## src/rtl/store_result_responder.sv

```systemverilog
// Memory-side responder for the processor store bus: judges pass/fail/timeout
// from the store stream and keeps a first-word-fall-through log of accepted stores.
module store_result_responder #(
  parameter logic [31:0] PASS_ADDR      = 32'd100,
  parameter logic [31:0] PASS_DATA      = 32'd25,
  parameter logic [31:0] SCRATCH_ADDR   = 32'd96,
  parameter int          LOG_DEPTH      = 8,
  parameter int          TIMEOUT_CYCLES = 1000
) (
  input  logic        clk,
  input  logic        rst,
  input  logic        MemWrite,
  input  logic [31:0] DataAddr,
  input  logic [31:0] WriteData,
  input  logic        log_rd_en,
  output logic        log_empty,
  output logic        log_full,
  output logic [31:0] log_addr,
  output logic [31:0] log_data,
  output logic        log_overflow,
  output logic [15:0] store_count,
  output logic        done,
  output logic        pass,
  output logic        fail,
  output logic        timed_out
);

  localparam int AW = $clog2(LOG_DEPTH);
  localparam int PW = AW + 1;
  localparam int CW = (TIMEOUT_CYCLES > 0) ? $clog2(TIMEOUT_CYCLES + 1) : 1;
  localparam logic [CW-1:0] CNT_LAST = CW'(TIMEOUT_CYCLES - 1);

  if (PASS_ADDR == SCRATCH_ADDR) begin : g_cfg_addr_err
    $error("store_result_responder: PASS_ADDR must differ from SCRATCH_ADDR");
  end
  if (LOG_DEPTH < 2 || (LOG_DEPTH & (LOG_DEPTH - 1)) != 0) begin : g_cfg_depth_err
    $error("store_result_responder: LOG_DEPTH must be a power of two, 2 or more");
  end

  typedef enum logic [1:0] {ST_RUN, ST_PASS, ST_FAIL, ST_TIMEOUT} state_t;

  state_t          state, state_nxt;
  logic [CW-1:0]   cycle_cnt;
  logic            accept, pass_store, scratch_store;

  // Only a clean 1 counts as a strobe; X/Z on MemWrite is treated as idle.
  assign accept        = (MemWrite === 1'b1) && (state == ST_RUN);
  assign pass_store    = (DataAddr == PASS_ADDR) && (WriteData == PASS_DATA);
  assign scratch_store = (DataAddr == SCRATCH_ADDR);

  always_comb begin
    state_nxt = state;
    if (state == ST_RUN) begin
      if (accept && pass_store)                              state_nxt = ST_PASS;
      else if (accept && !scratch_store)                     state_nxt = ST_FAIL;
      else if (TIMEOUT_CYCLES != 0 && cycle_cnt == CNT_LAST) state_nxt = ST_TIMEOUT;
    end
  end

  always_ff @(posedge clk or posedge rst) begin
    if (rst) begin
      state     <= ST_RUN;
      cycle_cnt <= '0;
    end else begin
      state <= state_nxt;
      if (state == ST_RUN) cycle_cnt <= cycle_cnt + 1'b1;
    end
  end

  assign done      = (state != ST_RUN);
  assign pass      = (state == ST_PASS);
  assign fail      = (state == ST_FAIL) || (state == ST_TIMEOUT);
  assign timed_out = (state == ST_TIMEOUT);

  logic [63:0]   mem [LOG_DEPTH];
  logic [63:0]   head, push_word;
  logic [PW-1:0] wptr, rptr, rptr_inc;
  logic [AW-1:0] widx, ridx, rnext_idx;
  logic          do_pop, do_push;

  assign widx      = wptr[AW-1:0];
  assign ridx      = rptr[AW-1:0];
  assign rptr_inc  = rptr + 1'b1;
  assign rnext_idx = rptr_inc[AW-1:0];
  assign push_word = {DataAddr, WriteData};

  assign log_empty = (wptr == rptr);
  assign log_full  = (wptr[PW-1] != rptr[PW-1]) && (widx == ridx);
  assign do_pop    = log_rd_en && !log_empty;
  assign do_push   = accept && (!log_full || do_pop);

  always_ff @(posedge clk) begin
    if (do_push) mem[widx] <= push_word;
  end

  // Head register gives fall-through without a read path from the inputs.
  always_ff @(posedge clk or posedge rst) begin
    if (rst) begin
      wptr         <= '0;
      rptr         <= '0;
      head         <= '0;
      log_overflow <= 1'b0;
      store_count  <= '0;
    end else begin
      if (do_push) wptr <= wptr + 1'b1;
      if (do_pop)  rptr <= rptr_inc;
      if (do_pop)
        head <= (do_push && rnext_idx == widx) ? push_word : mem[rnext_idx];
      else if (do_push && log_empty)
        head <= push_word;
      if (accept && log_full && !do_pop) log_overflow <= 1'b1;
      if (accept && store_count != 16'hFFFF) store_count <= store_count + 16'd1;
    end
  end

  assign log_addr = head[63:32];
  assign log_data = head[31:0];

endmodule

```

## config.mk

```make
export PLATFORM = sky130hd
export DESIGN_NAME = store_result_responder
export DESIGN_NICKNAME = d
export VERILOG_FILES = /design/src/rtl/store_result_responder.sv
export SDC_FILE = /design/constraint.sdc
export NUM_CORES = 1
export LEC_CHECK = 0
export ABC_AREA = 1
export CAP_MARGIN = 20
export CORE_ASPECT_RATIO = 1.5
export CORE_MARGIN = 4
export CORE_UTILIZATION = 30
export CTS_CLUSTER_SIZE = 8
export DETAILED_ROUTE_END_ITERATION = 10
export PLACE_DENSITY_LB_ADDON = 0.2
export SYNTH_ARGS = -nofsm -noshare
export SYNTH_HDL_FRONTEND = slang
export SYNTH_SLANG_ARGS = --single-unit
export TNS_END_PERCENT = 10
```

## constraint.sdc

```tcl
create_clock -name clk -period 8.95 [get_ports clk]
set_clock_uncertainty 0.15 [all_clocks]
set_input_delay 1.79 -clock clk [delete_from_list [all_inputs] [get_ports clk]]
set_output_delay 1.79 -clock clk [all_outputs]
set_load 0.02 [all_outputs]
```

# Yosys cells after proc, flatten, opt, wreduce, memory -nomap -nowiden

Memories as Yosys holds them, arrays and structs flattened.
Cells that the tools add are included.

Add/sub/neg operators: 4
Equality and inequality tests: 13
Multiplexer cells: 8
Reduce and logical (&&, ||, !) cells: 23

Operators by type and width:

| operator              | number |
|---|---|
| $mux 64               | 3 |
| $eq 32x7->1 const B   | 2 |
| $eq 32x5->1 const B   | 1 |
| $add 16x1->16 const B | 1 |
| $ne 16x16->1 const B  | 1 |
| $logic_and 1x1->1     | 12 |
| $add 10x1->10 const B | 1 |
| $eq 10x10->1 const B  | 1 |
| $add 4x1->4 const B   | 2 |
| $eq 3x3->1            | 2 |
| $mux 2                | 3 |
| $eq 2x2->1 const B    | 2 |
| $eq 4x4->1            | 1 |
| $logic_not 1->1       | 4 |
| $reduce_bool 2->1     | 2 |
| $reduce_bool 3->1     | 1 |
| $eq 2x1->1 const B    | 1 |
| $logic_not 2->1       | 1 |
| $logic_or 1x1->1      | 2 |
| $mux 1                | 2 |
| $reduce_and 2->1      | 1 |
| $eqx 1x1->1 const B   | 1 |
| $ne 1x1->1            | 1 |

Register bits: 101
RAM bits: 512
Input port bits: 68
Output and inout port bits: 87
Logic and storage cells: 56
Memories kept: 1

Memories:

| memory | depth | bits a word | rd ports | clocked after memory_dff | wr ports | RTL line | text |
|---|---|---|---|---|---|---|---|
| mem    | 8     | 64          | 1        | 0                        | 1        | 75       | `logic [63:0] mem [LOG_DEPTH];` |

# Longest topological paths before layout

Depth after elaboration: 8
Mapped depth: 14
Depth with buffers taken out: 12

# Least setup slack after synthesis

Ideal clock, no wire load.

Path type: input to register
Start: input log_rd_en
End: memory mem[0][0], enable pin
Arrival time: 5.062 ns
Path slack: 3.252 ns
Stages on the path: 6
Path buffers: 0
Path through: inv_1 > nand2_1 > nand2_1 > inv_1 > nand2_1 > nor2_1

Cells in the longest elaborated chain, start to end: 5

RTL lines:

| what                         | RTL line | text |
|---|---|---|
| start, declared              | 15       | `input logic log_rd_en,` |
| $logic_and 1x1->1            | 89       | `assign do_pop = log_rd_en && !log_empty;` |
| $logic_or 1x1->1             | 90       | `assign do_push = accept && (!log_full \|\| do_pop);` |
| $logic_and 1x1->1            | 90       |  |
| $mux 1                       | 93       | `if (do_push) mem[widx] <= push_word;` |
| $mux 1 (not written as such) | 93       |  |
| end, declared                | 75       |  |

Every way passes these cells.

# Worst setup path after layout

Start: register rptr[0]
End: output log_full

Cells in the longest elaborated chain, start to end: 2

RTL lines:

| what                   | RTL line | text |
|---|---|---|
| start, declared        | 77       | `logic [PW-1:0] wptr, rptr, rptr_inc;` |
| start signal, assigned | 106      | `if (do_pop) rptr <= rptr_inc;` |
| $eq 3x3->1             | 88       | `assign log_full = (wptr[PW-1] != rptr[PW-1]) && (widx == ridx);` |
| $logic_and 1x1->1      | 88       |  |
| end, declared          | 17       | `output logic log_full,` |

Every way passes these cells.

==> run metrics <==
Chip Width=about 250 um; IO Pins=approximately 160; die height=372 um; DRT iter0 DRCs=roughly 1200; Post-synth EDFFs=about 500; Sink Count=613; DRC Markers=0; maxcap violations=0; DP Worst Slack=between 3 and 4 ns; Critical Path RT=7.01 ns; Yosys cell types=32; postcts setup bufs=0; Buffers on Ports=~150; cell count after synthesis=between 2000 and 3000; Root Buffer=clkbuf_16; synth warn=0; outcome=finished clean; most frequent cells in the layout=nand2_1 (1389), edfxtp_1 (512), clkdlybuf4s50_1 (154); slew at the pin closest to its max-slew limit=approximately 1.1 ns; Async SR Flop Fraction=between 15 and 20%; Post-Syn Area=between 20000 and 30000 um^2; Pre-antenna DRT Iters=5; Crit. End Element=output port; Max FO, Critical Path=just over 80; syn_area_per_cell=roughly 10 um^2; Worst-path clk slew=~0.05 ns; Final Hold Vio Count=0; most common cell after layout, fill and taps aside=nand2_1; Static Leak=between 10 and 15 nW; reg2reg setup slack=just over 4 ns; final WL=approximately 77000 um; GRT Residual Overflow=0; Yosys reg bits=approximately 600; Syn Nets=2727; crit path kind=reg -> out; post-route cell area=about 32000 um^2; sequential element share of the synthesized area=67.5%; first-pass GRT wire length=between 100000 and 150000 um; layout net count=2854; core box area=around 88000 um^2; DRT antenna net count=0; post-CTS sizing=0; RSZ-0062 raised after global routing=false; full die area=between 90000 and 100000 um^2; Filler Cells Inserted=about 8800; Core Rows=approximately 130; clock tree buffer depth=3; share of layout cells above drive strength 1=between 5 and 6%; period utilization=roughly 61%; final RePlAce weighted congestion=between 0.7 and 0.8; Placed Area=29000 um^2; via count=18700; final core occ=around 36%; area delta synth->final=18.8%; HP Class=reg -> reg; largest net degree at the start of global routing=101; PD cells=between 300 and 400 nW/um^2; vias in the first global route=around 19000; Max Freq=183 MHz; final-report max-slew violation count=0; Rel. slew slack=between 20% and 30%; WL/cell=approximately 19 um; # H-tree levels=3; TritonCTS Buffers=86; diode count=0; Vias/cell=around 4.7; Peak VDD IR=~440 uV; initial antenna violation count=2; Tot GR Track Use=16.2%; TritonCTS clock tree=done; Final Critical Period=~5.5 ns; Setup TNS Final=0 ns; setup ws final=approximately 3.5 ns; Setup crit start kind=flip-flop; Clk Latency, worst-skew pair=approximately 0.64 ns; Final Setup Violations=0; Initial Utilization=between 30% and 40%; Main synth FF type=edfxtp_1; Hold-fix buffers, CTS=0; WP data arrival=3.53 ns; hpwl dp=43200 um
## per-stage QoR
stage / power (mW) / hold slack (ns) / instances
2_1_floorplan: 5.87 / 0.295 / 2655
3_3_place_gp: 7.11 / 0.320 / 3839
3_5_place_dp: 7.13 / 0.326 / 3839
4_1_cts: 10.2 / 0.341 / 3996
5_1_grt: 10.8 / 0.349 / 3998
6_report: 10.1 / 0.334 / 3998
## layer usage
metal	GRT usage [%]	part of all wire [%]	routed length, um
met3	3.07	5.1	3880
met4	5.20	2.7	2060
met1	20.1	43	32500
met5	0	0.017	13
met2	28.3	50	38000
## cells in the mapped netlist (2+ instances only)
cell type,count,area share [%]
nor3_1,4,0.075
nand4_1,4,0.094
nand2_4,2,0.085
nor2_1,136,1.9
o21ai_1,50,0.94
nor2_4,2,0.085
inv_4,3,0.071
buf_4,9,0.25
or2_2,3,0.071
nand3_1,144,2.7
inv_1,31,0.44
dfrtp_1,101,9.5
xnor2_1,9,0.30
ha_1,4,0.19
o21ai_0,90,1.7
nand2_1,1391,20
edfxtp_1,512,58
xor2_1,18,0.59
buf_2,53,1.0
buf_1,9,0.13
buf_6,27,1.1
clkbuf_1,43,0.61
## final timing paths
kind | startpoint | depth (start not counted) | endpoint
worst max-delay path | rptr[0] | 6 | log_full
worst min-delay path | cycle_cnt[9] | 1 | cycle_cnt[9]
worst max register to register | rptr[0] | 11 | mem[4][25]
worst min register to register | cycle_cnt[9] | 1 | cycle_cnt[9]
max in group asynchronous | rst | 3 | rptr[0]
min in group asynchronous | rst | 2 | store_count[10]
## where the power goes
group          internal, mW  total [mW]  leakage, nW  switching [mW]
combinational          1.12        3.64         5.75            2.52
sequential             3.24        3.42         5.87           0.174
clock                  1.85        3.06         1.19            1.21
total                  6.21        10.1         12.8            3.90
## flip-flops by register name, summed over array words and instances, names as in the netlist
| signal | count |
|---|---|
| mem | 512 |
| rptr | 4 |
| store_count | 16 |
| head | 64 |
| state | 2 |
| wptr | 4 |
| cycle_cnt | 10 |
| log_overflow | 1 |
## cell type report
cell class	instances	area [um^2]	share of cell area, %
flip-flops and latches	613	17900	56.8
multi-input cells	1865	7740	24.5
clock buffers	153	2470	7.83
repair buffers	181	1780	5.66
well taps	1147	1440	4.55
inverters	35	149	0.472
clock inverters	4	46.3	0.147
## logic make-up after synthesis
family          count (synthesis)  synth area share, %
compound gates                143                 2.77
flops                         613                 67.5
buf+inv                       177                 3.69
xor+xnor                       27                0.891
simple gates                 1691                 25.0
fa+ha+maj                       4                0.189
## critical path, cell delays in order (launching register included)
cell and delay (ns):
dfrtp_4 0.80, inv_6 0.65, nand2_1 0.11, nand2_1 0.14, nand3_2 0.12, nor2_1 0.35, clkdlybuf4s50_1 0.69
Note: power is estimated with default switching activity, not from simulation.
